**config.mk**
```make
export PLATFORM = sky130hd
export DESIGN_NAME = shift_unit_seq
export DESIGN_NICKNAME = d
export VERILOG_FILES = /design/src/rtl/shift_unit_seq.sv
export SDC_FILE = /design/constraint.sdc
export NUM_CORES = 1
export LEC_CHECK = 0
export ABC_AREA = 1
export BUFFER_PORTS_ARGS = -buffer_cell sky130_fd_sc_hd__buf_2
export CORE_UTILIZATION = 29
export CTS_CLUSTER_DIAMETER = 150
export DETAILED_ROUTE_END_ITERATION = 8
export GPL_TIMING_DRIVEN = 0
export PLACE_DENSITY = 0.59
export SYNTH_ARGS = -nofsm -noshare
export SYNTH_HDL_FRONTEND = slang
export SYNTH_SLANG_ARGS = --single-unit
```
**constraint.sdc**
```tcl
create_clock -name clk -period 1.78 [get_ports clk]
set_input_delay 0.356 -clock clk [delete_from_list [all_inputs] [get_ports clk]]
set_output_delay 0.356 -clock clk [all_outputs]
set_load 0.005 [all_outputs]
```
**src/rtl/shift_unit_seq.sv**
```systemverilog
// rtl/shift_unit_seq.sv - multicycle SLL/SRL/SRA/ROR/ROL shifter with start/busy/done handshake
//
// Purpose:
//   Shifts a DATA_W operand by a SHAMT_W shift amount. The default build moves
//   one bit position per clock. Defining SHIFT_UNIT_BARREL_EN replaces the
//   iterative loop with a single-cycle combinational barrel shifter, and the
//   results are identical. The result is held until the next accepted start.
//
// Ports:
//   clk      in   1        rising-edge clock
//   reset    in   1        asynchronous, active-low reset
//   start    in   1        request; sampled only while busy==0
//   op       in   3        000 SLL, 001 SRL, 010 SRA, 011 ROR, 100 ROL, others PASS
//   data_in  in   DATA_W   operand; captured on the accepted start edge
//   shamt    in   SHAMT_W  shift amount; captured on the accepted start edge
//   busy     out  1        high while shifting
//   done     out  1        one-cycle pulse; result valid
//   result   out  DATA_W   registered shifted value

module shift_unit_seq #(
    parameter int DATA_W  = 32,
    parameter int SHAMT_W = 5
) (
    input  logic               clk,
    input  logic               reset,
    input  logic               start,
    input  logic [2:0]         op,
    input  logic [DATA_W-1:0]  data_in,
    input  logic [SHAMT_W-1:0] shamt,
    output logic               busy,
    output logic               done,
    output logic [DATA_W-1:0]  result
);

    localparam logic [2:0] OP_SLL = 3'b000;
    localparam logic [2:0] OP_SRL = 3'b001;
    localparam logic [2:0] OP_SRA = 3'b010;
    localparam logic [2:0] OP_ROR = 3'b011;
    localparam logic [2:0] OP_ROL = 3'b100;

    typedef enum logic [1:0] {
        ST_IDLE  = 2'd0,
        ST_SHIFT = 2'd1,
        ST_DONE  = 2'd2
    } state_t;

    state_t               state_q,  state_d;
    logic [2:0]           op_q,     op_d;
    logic [DATA_W-1:0]    result_q, result_d;
    logic [SHAMT_W-1:0]   count_q,  count_d;

`ifdef SHIFT_UNIT_BARREL_EN
    // Full-amount shift in one pass. Shifting a DATA_W vector by DATA_W yields
    // zero, so the rotate expressions stay correct for n==0.
    function automatic logic [DATA_W-1:0] barrel(input logic [2:0] o,
                                                 input logic [DATA_W-1:0] r,
                                                 input logic [SHAMT_W-1:0] n);
        logic [DATA_W-1:0] v;
        case (o)
            OP_SLL:  v = r << n;
            OP_SRL:  v = r >> n;
            OP_SRA:  v = $signed(r) >>> n;
            OP_ROR:  v = (r >> n) | (r << (DATA_W - int'(n)));
            OP_ROL:  v = (r << n) | (r >> (DATA_W - int'(n)));
            default: v = r;
        endcase
        return v;
    endfunction
`else
    // One-bit step of the selected operation.
    function automatic logic [DATA_W-1:0] step(input logic [2:0] o,
                                               input logic [DATA_W-1:0] r);
        logic [DATA_W-1:0] v;
        case (o)
            OP_SLL:  v = {r[DATA_W-2:0], 1'b0};
            OP_SRL:  v = {1'b0, r[DATA_W-1:1]};
            OP_SRA:  v = {r[DATA_W-1], r[DATA_W-1:1]};
            OP_ROR:  v = {r[0], r[DATA_W-1:1]};
            OP_ROL:  v = {r[DATA_W-2:0], r[DATA_W-1]};
            default: v = r;
        endcase
        return v;
    endfunction
`endif

    always_comb begin
        state_d  = state_q;
        op_d     = op_q;
        result_d = result_q;
        count_d  = count_q;
        case (state_q)
            ST_IDLE, ST_DONE: begin
                // DONE accepts a start too, which allows back-to-back operations.
                if (start) begin
                    op_d     = op;
                    result_d = data_in;
                    count_d  = shamt;
                    state_d  = ST_SHIFT;
                end else if (state_q == ST_DONE) begin
                    state_d = ST_IDLE;
                end
            end
            ST_SHIFT: begin
`ifdef SHIFT_UNIT_BARREL_EN
                result_d = barrel(op_q, result_q, count_q);
                count_d  = '0;
                state_d  = ST_DONE;
`else
                if (count_q != '0) begin
                    result_d = step(op_q, result_q);
                    count_d  = count_q - 1'b1;
                end else begin
                    state_d = ST_DONE;
                end
`endif
            end
            default: state_d = ST_IDLE;
        endcase
    end

    always_ff @(posedge clk or negedge reset) begin
        if (!reset) begin
            state_q  <= ST_IDLE;
            op_q     <= '0;
            result_q <= '0;
            count_q  <= '0;
        end else begin
            state_q  <= state_d;
            op_q     <= op_d;
            result_q <= result_d;
            count_q  <= count_d;
        end
    end

    // Both flags decode straight from the state register, so busy falls on
    // the same edge that done rises.
    assign busy   = (state_q == ST_SHIFT);
    assign done   = (state_q == ST_DONE);
    assign result = result_q;

endmodule

```
==> results summary <==
The run finished with clean final reports. The synthesized netlist net count is 464. The maximum vdd drop came out at 0.000639 V.

The cell sitting at the root of the clock tree is a sky130_fd_sc_hd__clkbuf_8. The number of synthesized register bits is 42. The synthesized netlist contains 26 unique library cells. For this configuration, the core starts out at a cell density of 29.9%. The accumulated negative setup slack came out at 0 ns.

Compared with the post-synthesis result, the final layout area differs by 23.0%. The worst setup path is of the flip-flop to output pin kind. The initial antenna violation count came out at 0. After layout, the minimum clock period comes to 1.68 ns. Summed over all instances, the cell type with the most area after synthesis is sky130_fd_sc_hd__dfrtp_1.

The die covers 9880 sq um. Across all layers, the routed design uses 2843 vias. The average footprint of a synthesized cell came out at 6.55 sq um. The total clock buffers created by CTS is 5. Summing all multi-input logic gate instances after layout gives 1380 sq um.

The pre-antenna-repair detailed-routing pass consisted of 5 iterations. The number of buffers added for setup after CTS is 0. The post-synthesis instance total is 420. The cell area that synthesis handed to floorplanning was 2750 sq um. The wire length per cell after detailed routing is 12.2 um. The leakage power came out at 2.04 nW. The total track usage is 16.1%. The final global-route overflow total is 0. The number of violations reported at the end of detailed-routing iteration 0 is 115. The first global-routing pass estimated 12.5 mm of wire.

Along the worst path, the maximum fanout reaches 10. The number of warnings printed during yosys synthesis is 0. The chip width came out at 99.4 um. From bottom edge to top edge, the die measures 99.4 um. The data required time of the critical path is 1.42 ns. After synthesis, the largest area contributor takes up 38.2% of total cell area. Dividing total power by cell area gives a power density of 2190 nW/um^2. The final clock period utilization by the worst path is 94.5%.

The via count of the first global-routing pass is 2650. The worst register-to-register path has a depth of 9. The sequential share of the synthesized area came out at 38.2%.

After clock tree synthesis, the flow added hold-fix buffers numbering 0. The remaining max-slew budget at the tightest pin is 35.5%. The weighted congestion reported at the end of routability-driven placement is 0.810. The estimated wirelength of the detail-placed design came out at 5.51 mm. Dividing the detail-routed via count by the number of cells gives 4.62. The fmax came out at 595 MHz. Setup repair after global routing left no endpoint under its margin. The site row count came out at 35. The share of cells above drive strength 1 is 23.6%. TritonCTS built the clock tree. The total setup violations reported at the end of the flow came out at 0.

Yosys attributes the largest share of cell area to sky130_fd_sc_hd__dfrtp_1, sky130_fd_sc_hd__nand2_1, sky130_fd_sc_hd__nand3_1. The final non-filler cell total is 615. Counting the fill cells in the layout gives 1017. Clock skew on the completed layout was measured at 0.00339 ns.

The final setup slack of the worst path is 0.0981 ns. The final-report hold violation count is 0. The count of antenna-violating nets left after detailed routing is 0. The final non-filler cell area came out at 3380 sq um. Prior to clock tree synthesis, the placed netlist has a worst setup slack of 0.217 ns. The share of the core filled with cells came out at 36.8%. In this run the deepest clock path goes through 2 buffers. The region available for standard cell placement spans 9200 sq um.

The maximum number of pins on one net before global-route repair is 43. The number of sinks on the clock net is 42. After detailed placement, the total cell area comes to 3270 sq um.

The number of port buffers is 76. The measured slew at the worst slew-check pin came out at 0.967 ns. Across all hold checks on the routed design, the worst slack comes to 0.204 ns. The library cells used most frequently in the layout, excluding fill and tap cells, are sky130_fd_sc_hd__nand2_1, sky130_fd_sc_hd__buf_2, sky130_fd_sc_hd__nand3_1. The clock insertion delay at the later pin of the skew report is 0.30 ns. The CTS H-tree depth came out at 2. Counting tap cells, the placed design contains a total of 607 instances.

The number of remaining DRC errors came out at 0. The worst setup path is launched from a flip-flop. The number of cells upsized or downsized after cts came out at 0. The number of primary I/O pins is 77. The worst setup path is captured at an output pin. The sequential cell area came out at 1050 sq um. The total design power came out at 7.41 mW. The worst hold-check path type is primary input to async pin. The total inserted antenna cells is 0. The library cell used most frequently in the layout, excluding fill and tap cells, is sky130_fd_sc_hd__nand2_1.

The total count of max-transition violations in the final report is 0. The register clock-pin slew on the reported worst setup and hold paths came out at 0.08 ns. The max-capacitance violation count came out at 0. The number of nets at the end of the flow is 547.

The arrival time of the worst setup path came out at 1.33 ns. For this block, the routed nets add up to 7.49 mm of wire.
registers in the layout, summed over array words and instances (netlist names):
name and count:
result 32, count_q 5, op_q 3, state_q 2
final timing paths:
kind | startpoint | to | slack [ns]
max in group asynchronous | reset | result[23] | 0.99
min in group clk | op[0] | op_q[0] | 0.25
max reg2reg | count_q[0] | result[25] | 0.20
min reg2reg | result[17] | result[17] | 0.50
min | reset | result[11] | 0.20
max | state_q[0] | busy | 0.1
cells by family after synthesis:
logic type / Yosys count / synth area share, %
adders and majority gates: 1 / 0.455
buffers and inverters: 67 / 11.7
and+or+nand+nor: 295 / 46.0
AOI/OAI and AO/OA: 14 / 3.28
DFF: 42 / 38.2
xor gates and xnor gates: 1 / 0.319
area by class of cell:
type / instances / area share [%]
buffer: 23 / 4.70
clock buffer: 8 / 3.26
inverter: 44 / 4.88
multi-input combinational: 311 / 40.7
sequential: 42 / 31.1
tap: 111 / 4.11
timing repair buffer: 76 / 11.2
cell usage after synthesis:
master,n
sky130_fd_sc_hd__nand2_1,212
sky130_fd_sc_hd__nand3_1,66
sky130_fd_sc_hd__dfrtp_1,42
sky130_fd_sc_hd__inv_1,40
sky130_fd_sc_hd__o21ai_0,10
sky130_fd_sc_hd__buf_2,9
sky130_fd_sc_hd__buf_4,7
sky130_fd_sc_hd__inv_2,4
sky130_fd_sc_hd__nand4_1,4
sky130_fd_sc_hd__nor2_1,4
sky130_fd_sc_hd__buf_6,3
sky130_fd_sc_hd__clkbuf_1,3
sky130_fd_sc_hd__nand2_4,3
sky130_fd_sc_hd__a21boi_0,1
sky130_fd_sc_hd__a21boi_4,1
sky130_fd_sc_hd__a21oi_1,1
sky130_fd_sc_hd__clkbuf_8,1
sky130_fd_sc_hd__ha_1,1
sky130_fd_sc_hd__nand2_2,1
sky130_fd_sc_hd__nand3_2,1
sky130_fd_sc_hd__nand3_4,1
sky130_fd_sc_hd__nor2_2,1
sky130_fd_sc_hd__nor2_8,1
sky130_fd_sc_hd__o21ai_2,1
sky130_fd_sc_hd__or2_2,1
sky130_fd_sc_hd__xor2_1,1
critical path, cell delays in order, from the launching register on:
cell and delay (ns):
sky130_fd_sc_hd__dfrtp_1 0.43, sky130_fd_sc_hd__inv_2 0.09, sky130_fd_sc_hd__nor2_8 0.14, sky130_fd_sc_hd__clkbuf_4 0.23
sky130_fd_sc_hd__buf_2 0.13
power by group:
part	internal (mW)	total (mW)	switching [mW]	leakage (nW)
logic	1.86	4.80	2.94	1.46
clock network	0.392	0.743	0.350	0.0575
registers	1.46	1.86	0.401	0.520
routing by layer:
metal	GRT usage, %	up-vias	routed length [um]
li1	-	1462	-
met1	21.2	1295	3480
met2	26.9	73	3520
met3	3.23	13	378
met4	4.30	0	102
met5	0	-	0
No activity file was read; power rests on OpenSTA's default activity.
